$ cat src/rtl/mux_flop_piso_ctrl.sv
// Parallel-in/serial-out sequencer driving a bank of mux-select flops.
// Loads words over REQ/ACK and streams them bit-by-bit under valid/ready.
module mux_flop_piso_ctrl #(
  parameter int WIDTH     = 8,
  parameter bit MSB_FIRST = 1'b1
) (
  input  logic             CK,
  input  logic             RSTN,
  input  logic             LOAD_REQ,
  input  logic [WIDTH-1:0] PDATA,
  output logic             LOAD_ACK,
  output logic             SOUT,
  output logic             SVALID,
  output logic             SLAST,
  input  logic             SREADY,
  output logic             BUSY,
  output logic             SD_O,
  output logic             SP_O
);

  localparam int CW = $clog2(WIDTH);

  typedef enum logic {ST_IDLE, ST_SHIFT} state_t;

  state_t           state_q, state_d;
  logic [WIDTH-1:0] bank_q, bank_d, shifted;
  logic [CW-1:0]    count_q, count_d;
  logic             ack_q, ack_d;
  logic             acc, last;

  // ACK-cycle blocking keeps a still-high REQ from loading the same word twice
  assign acc  = LOAD_REQ & ~ack_q;
  assign last = (state_q == ST_SHIFT) && (count_q == CW'(WIDTH - 1));

  always_comb begin
    if (MSB_FIRST) shifted = {bank_q[WIDTH-2:0], 1'b0};
    else           shifted = {1'b0, bank_q[WIDTH-1:1]};
  end

  always_comb begin
    SD_O    = 1'b0;
    SP_O    = 1'b0;
    state_d = state_q;
    bank_d  = bank_q;
    count_d = count_q;
    ack_d   = 1'b0;
    case (state_q)
      ST_IDLE: begin
        if (acc) begin
          SD_O = 1'b1;
          SP_O = 1'b1;
        end
      end
      ST_SHIFT: begin
        if (SREADY) begin
          if (!last) begin
            SP_O = 1'b1;
          end else if (acc) begin
            SD_O = 1'b1;
            SP_O = 1'b1;
          end else begin
            state_d = ST_IDLE;
          end
        end
      end
      default: state_d = ST_IDLE;
    endcase
    // Bank/counter updates follow the select/enable actually presented to the bank
    if (SP_O) begin
      if (SD_O) begin
        bank_d  = PDATA;
        count_d = '0;
        ack_d   = 1'b1;
        state_d = ST_SHIFT;
      end else begin
        bank_d  = shifted;
        count_d = count_q + 1'b1;
      end
    end
  end

  always_ff @(posedge CK or negedge RSTN) begin
    if (!RSTN) begin
      state_q <= ST_IDLE;
      bank_q  <= '0;
      count_q <= '0;
      ack_q   <= 1'b0;
    end else begin
      state_q <= state_d;
      bank_q  <= bank_d;
      count_q <= count_d;
      ack_q   <= ack_d;
    end
  end

  assign LOAD_ACK = ack_q;
  assign SVALID   = (state_q == ST_SHIFT);
  assign BUSY     = (state_q == ST_SHIFT);
  assign SLAST    = last;
  assign SOUT     = SVALID & (MSB_FIRST ? bank_q[WIDTH-1] : bank_q[0]);

endmodule

$ cat config.mk
export PLATFORM = sky130hd
export DESIGN_NAME = mux_flop_piso_ctrl
export DESIGN_NICKNAME = d
export VERILOG_FILES = /design/src/rtl/mux_flop_piso_ctrl.sv
export SDC_FILE = /design/constraint.sdc
export NUM_CORES = 1
export LEC_CHECK = 0
export CELL_PAD_IN_SITES_DETAIL_PLACEMENT = 1
export CELL_PAD_IN_SITES_GLOBAL_PLACEMENT = 2
export CORE_MARGIN = 2
export CORE_UTILIZATION = 28
export DETAILED_ROUTE_END_ITERATION = 8
export PLACE_DENSITY = 0.76
export SYNTH_ARGS = -nofsm -noshare
export SYNTH_HDL_FRONTEND = slang
export SYNTH_SLANG_ARGS = --single-unit
$ cat constraint.sdc
create_clock -name CK -period 1.95 [get_ports CK]
set_input_delay 0.39 -clock CK [delete_from_list [all_inputs] [get_ports CK]]
set_output_delay 0.39 -clock CK [all_outputs]
set_load 0.01 [all_outputs]
==> flow_summary.toml, run 1 <==
[status]
status = "complete, no violations"

[pwr]
switching_share_pct = 28.9
switchingPower_mw = 0.280
p_int_mw = 0.691
vdd_drop_max_v = 0.000475
leakagePower_nw = 0.464
combPwrFrac_pct = 41.5
seqPwrFrac_pct = 41.5
power_density_mw_per_mm2 = 1020
clockPowerShare_pct = 17.0
power_mw = 0.971

[placement]
dpl.hpwl_um = 1070
dp_worst_setup_slack_ns = -0.206
gp_congestion = 0.723
dpl-instance-area_um2 = 890
portBuffers = 18
dpl.cell_count = 102

[global_routing]
antenna_found_initial = 0
grt_pass1_vias = 536
grt_usage_pct = 12.8
grt_max_degree = 14
overflow = 0
grt_pass1_wl_um = 2450

[timing]
slew_headroom_pct = 60.5
hold_viol_final = 0
finClkSkew_ns = 0.00423
setup_viol = 0
post-route-period-util_pct = 97.1
worst_pin_slew_ns = 0.591
fin_crit_ns = 1.89
timing.fmax_mhz = 528
layout_setup_ws_ns = 0.0568
maxSlewViolCount = 0
rsz0062_at_grt = "true"

[final_layout]
final_util_pct = 43.9
regArea_um2 = 327
finalInstanceArea_um2 = 953
instances_no_fill = 109
area_growth_pct = 52.4
drive_above_1_share_pct = 50.6
multi_input_area_um2 = 297
diodes = 0
n_fill_cell = 247
fin_nets = 96

[logic_synthesis]
ys_async_sr_fraction_pct = 100
syn_nets = 63
synthFlopType = "dfrtp_1"
synth-edff-count = 0
ys_ff_latch = 13
synth_area_per_cell_um2 = 12.8
syn-cell-area_um2 = 626
synth_cell_types = 18
yosys_warnings = 0
synth_common_cells = "dfrtp_1, and3_2, a221o_1"
postSynthCellCount = 49
synthMostInstantiatedCell = "dfrtp_1"
yosys-top-cells-area = "dfrtp_1, and3_2, a221o_1"
yosysTopAreaCellShare_pct = 52.0
synth_top_area_cell = "dfrtp_1"
ys_seq_area_share_pct = 52.0

[die]
core_area_mm2 = 0.00217
io_pins = 19
rows = 17
die_w_um = 51.3
fp.dieArea_mm2 = 0.00263
fp.dieH_um = 51.3
start_util_pct = 28.8

[route]
via_count = 536
drt-pass1-iter-count = 2
antenna_left = 0
route.detailed.drc = 0
vias_per_cell = 4.92
wl_per_cell_um = 13.6
drtIter0Drc = 6
routed_wl_um = 1480

[cts]
cts.reportedPaths.clkPinSlew_ns = 0.08
cts-root-buf = "clkbuf_4"
clk_latency_ns = 0.27
clockBufferDepth = 2
cts_made_buffers = 3
numClockSinks = 13
cts_tree = "done"
cts_max_level = 1

[critical_path]
worst-setup-path-type = "reg -> out"
crit_path_max_fanout = 2
reg2reg_from = "count_q[1]"
cp-end-kind = "output port"
cp.required_ns = 1.56
cp-startpoint = "count_q[1]"
cp.arrival_ns = 1.50
start_kind = "register"

[min_path]
hold_class = "in -> async"

[run]
drv_cap = 0
[area by class of cell]
| cell class | count | share of cell area, % |
|---|---|---|
| Tap cell | 28 | 3.67 |
| Clock buffer | 4 | 2.76 |
| Inverter | 2 | 0.787 |
| Multi-Input combinational cell | 32 | 31.1 |
| Timing Repair Buffer | 30 | 27.4 |
| Sequential cell | 13 | 34.3 |
[metrics by stage]
stage               hold WS (ns)  TNS (ns)
global route               0.517   -0.0322
floorplan                 0.0944         0
finish                     0.488         0
global placement           0.480    -0.402
detailed placement         0.482    -0.396
CTS                        0.504         0
[metal layers]
metal	GRT usage, %	routed length [µm]	vias to the layer above
met4	3.95	10	0
li1	-	-	253
met1	16.0	667	271
met3	4.39	52	2
met5	0	0	-
met2	21.0	745	10
[cell usage in the layout (no fill, tap or decap)]
master            n
nand2_1           3
clkbuf_1          1
buf_6             1
a21oi_1           1
buf_2             2
inv_1             1
nand2b_1          1
ha_4              1
a21oi_2           1
mux2_2            1
a22o_2            3
dfrtp_1          12
inv_2             1
clkdlybuf4s50_1  15
and2b_4           1
and2_2            3
a221o_1           5
a221o_2           2
dfrtp_2           1
clkbuf_4          3
ha_2              1
buf_4            12
o22ai_4           1
and3_2            7
nor2b_1           1
[state kept, by name, summed over array words and instances (netlist names)]
signal / flops
bank_q: 8
count_q: 3
BUSY: 1
LOAD_ACK: 1
[worst paths after layout]
check / cells after the start / endpoint / slack (ns)
setup / recovery: 6 / SP_O / 0.06
min in group CK: 1 / bank_q[0] / 0.51
hold / removal: 1 / bank_q[5] / 0.49
setup reg to reg: 6 / bank_q[4] / 0.24
max in group asynchronous: 1 / BUSY / 1.05
hold reg to reg: 1 / bank_q[0] / 0.51
[worst max-delay path, cell delays in order (launching register included)]
cell and delay (ns):
dfrtp_1 0.39, ha_2 0.20, ha_4 0.15, and2b_4 0.26, o22ai_4 0.07, inv_2 0.07, buf_6 0.09
[logic make-up (layout without fill, tap and decap cells)]
kind of cell / count (synthesis) / in the layout / synth area share, %
muxes: 1 / 1 / 1.80
AOI/OAI and AO/OA: 13 / 13 / 20.6
DFF: 13 / 13 / 52.0
adders and majority gates: 2 / 2 / 4.00
buffers and inverters: 4 / 36 / 4.20
and+or+nand+nor: 16 / 16 / 17.4
[timing repair]
item | CTS | global route
endpoints found under the setup margin | 3 | 3
pin swaps | 0 | 1
gates resized for setup | 12 | 7
hold buffers | 0 | 0
setup buffers | 2 | 1
[power groups by stage]
stage	sequential, mW	clock, mW	combinational (mW)
floorplan	0.390	0	0.208
global placement	0.397	0	0.343
detailed placement	0.403	0	0.356
CTS	0.397	0.173	0.374
global route	0.414	0.185	0.447
finish	0.403	0.165	0.403
Note: power is estimated with default switching activity, not from simulation.
==> run 2, diff against run 1 <==
--- a/config.mk
+++ b/config.mk
@@ -8,9 +8,11 @@
 export CELL_PAD_IN_SITES_DETAIL_PLACEMENT = 1
 export CELL_PAD_IN_SITES_GLOBAL_PLACEMENT = 2
 export CORE_MARGIN = 2
-export CORE_UTILIZATION = 28
+export CORE_UTILIZATION = 37
 export DETAILED_ROUTE_END_ITERATION = 8
-export PLACE_DENSITY = 0.76
+export DONT_BUFFER_PORTS = 1
+export PLACE_DENSITY = 0.74
+export REMOVE_ABC_BUFFERS = 1
 export SYNTH_ARGS = -nofsm -noshare
 export SYNTH_HDL_FRONTEND = slang
 export SYNTH_SLANG_ARGS = --single-unit
==> run 2 against run 1 <==
  * Setup slack improved by 0.042 ns
  * Die area decreased by 23%
  * Cell area decreased by 25%
  * Register-to-register slack got worse by 0.04 ns
  * Count of clock-buffer cells in the layout unchanged
  * Non-clock buffer count decreased by 25
  * Wire length decreased by 12%
  * Fmax increased by 2.3%
  * Utilization increased by 2.2 points
  * First-iteration DRC count decreased by 33%
  * Via count decreased by 19%
  * Critical endpoint unchanged
  * Largest cell class unchanged
==> flow_summary.toml, run 2 (synthesis gave the netlist of run 1 again) <==
[die]
fp.dieH_um = 45.1
start_util_pct = 40.6
io_pins = 19
fp.dieArea_mm2 = 0.00204
rows = 14
core_area_mm2 = 0.00154
die_w_um = 45.1

[global_routing]
grt_pass1_vias = 454
busiest_layer = "met2"
grt_max_degree = 14
grt_usage_pct = 14.3
antenna_found_initial = 0
overflow = 0
use_met2_pct = 20.6
grt_util_met3_pct = 5.60
grt_pass1_wl_um = 2030
use_met1_pct = 18.5

[timing]
post-route-period-util_pct = 94.9
maxSlewViolCount = 0
layout_setup_ws_ns = 0.0988
rsz0062_at_grt = "false"
timing.fmax_mhz = 540
fin_crit_ns = 1.85
hold_viol_final = 0
worst_pin_slew_ns = 0.586
slew_headroom_pct = 60.8
setup_viol = 0
setup_tns_ns = 0
finClkSkew_ns = 0.00428

[route]
via_count = 433
drt-pass1-iter-count = 4
route.detailed.drc = 0
drtIter0Drc = 4
routed_wl_um = 1290
wl_per_cell_um = 18.0
vias_per_cell = 6.01
antenna_left = 0

[final_layout]
finalInstanceArea_um2 = 711
n_fill_cell = 169
top_register = "bank_q"
diodes = 0
fin_nets = 71
drive_above_1_share_pct = 50.0
final_cell_mix = "dfrtp_1, and3_2, a221o_1"
top_regs = "bank_q: 8 flops, count_q: 3 flops"
area_growth_pct = 13.6
mostFrequentLayoutCell = "dfrtp_1"
multi_input_area_um2 = 292
regArea_um2 = 325
largest_register_ffs = 8

[status]
status = "complete, no violations"

[critical_path]
start_kind = "register"
r2r_cells = 6
crit_family = "flip-flops"
reg2reg_from = "count_q[0]"
cp_num_cells = 5
cp-startpoint = "count_q[0]"
cp.required_ns = 1.56
worst-setup-path-type = "reg -> out"
crit_slowest_cell = "dfrtp_1"
cp_slowest_stage_delay_ns = 0.39
cp_num_buf_inv = 1
cp.arrival_ns = 1.46
crit_path_max_fanout = 3
cp-end-kind = "output port"
cp_cell_sequence = "ha_1, ha_2, and2b_4, o22ai_4, inv_2"
rrSetupSlack_ns = 0.20

[cts]
cts_max_level = 1
cts-root-buf = "clkbuf_4"
cts.reportedPaths.clkPinSlew_ns = 0.08
cts_tree = "done"
clockBufferDepth = 2
numClockSinks = 13
cts_made_buffers = 3
clk_latency_ns = 0.27

[placement]
dpl.hpwl_um = 942
gp_congestion = 0.664
portBuffers = 0
dp_worst_setup_slack_ns = 0.104
dpl-instance-area_um2 = 634

[pwr]
power_density_mw_per_mm2 = 1190
leakagePower_nw = 0.354
vdd_drop_max_v = 0.000591

[min_path]
worstHoldStart = "PDATA[7]"
hold_class = "in -> reg"
hold_path_depth = 1

[run]
drv_cap = 0
run 2: cell type report:
class	instances	share of cell area [%]
tap	16	2.82
clock buffer	4	3.70
timing repair buffer	5	5.63
sequential	13	45.8
inverter	2	1.06
multi-input combinational	32	41.0
run 2: what timing repair did:
action	CTS	global route
hold buffers	1	0
gates resized for setup	2	2
setup buffers	2	1
endpoints found under the hold margin	13	0
setup endpoints to repair	1	2
pin swaps	1	0
run 2: layer usage:
metal | wire length [µm] | part of all wire [%] | up-vias
met5 | 0 | 0 | -
met4 | 0 | 0 | 0
met3 | 93 | 7.2 | 0
met2 | 596 | 46 | 17
met1 | 602 | 47 | 218
li1 | - | - | 198
run 2: worst paths after layout:
path / endpoint
max: SP_O
min: bank_q[7]
max reg2reg: bank_q[5]
min reg2reg: bank_q[4]
max in group asynchronous: bank_q[5]
min in group asynchronous: bank_q[7]
run 2: where the power goes:
group | internal, mW | switching, mW
combinational | 0.162 | 0.120
clock | 0.0792 | 0.0883
sequential | 0.350 | 0.0491
total | 0.591 | 0.258
run 2: per-stage QoR:
step,std cells,utilization [%],power (mW),hold WS (ns)
2_1_floorplan,47,-,0.587,0.0944
3_3_place_gp,64,41.2,0.624,0.0947
3_5_place_dp,64,41.2,0.642,0.0947
4_1_cts,71,45.0,0.840,0.255
5_1_grt,72,46.1,0.908,0.239
6_report,72,46.1,0.848,0.259
==> run 3, diff against run 2 <==
--- a/config.mk
+++ b/config.mk
@@ -5,6 +5,7 @@
 export SDC_FILE = /design/constraint.sdc
 export NUM_CORES = 1
 export LEC_CHECK = 0
+export CAP_MARGIN = 5
 export CELL_PAD_IN_SITES_DETAIL_PLACEMENT = 1
 export CELL_PAD_IN_SITES_GLOBAL_PLACEMENT = 2
 export CORE_MARGIN = 2
==> results of run 3 <==
No change in the layout: final DEF, timing and power equal those of run 2.
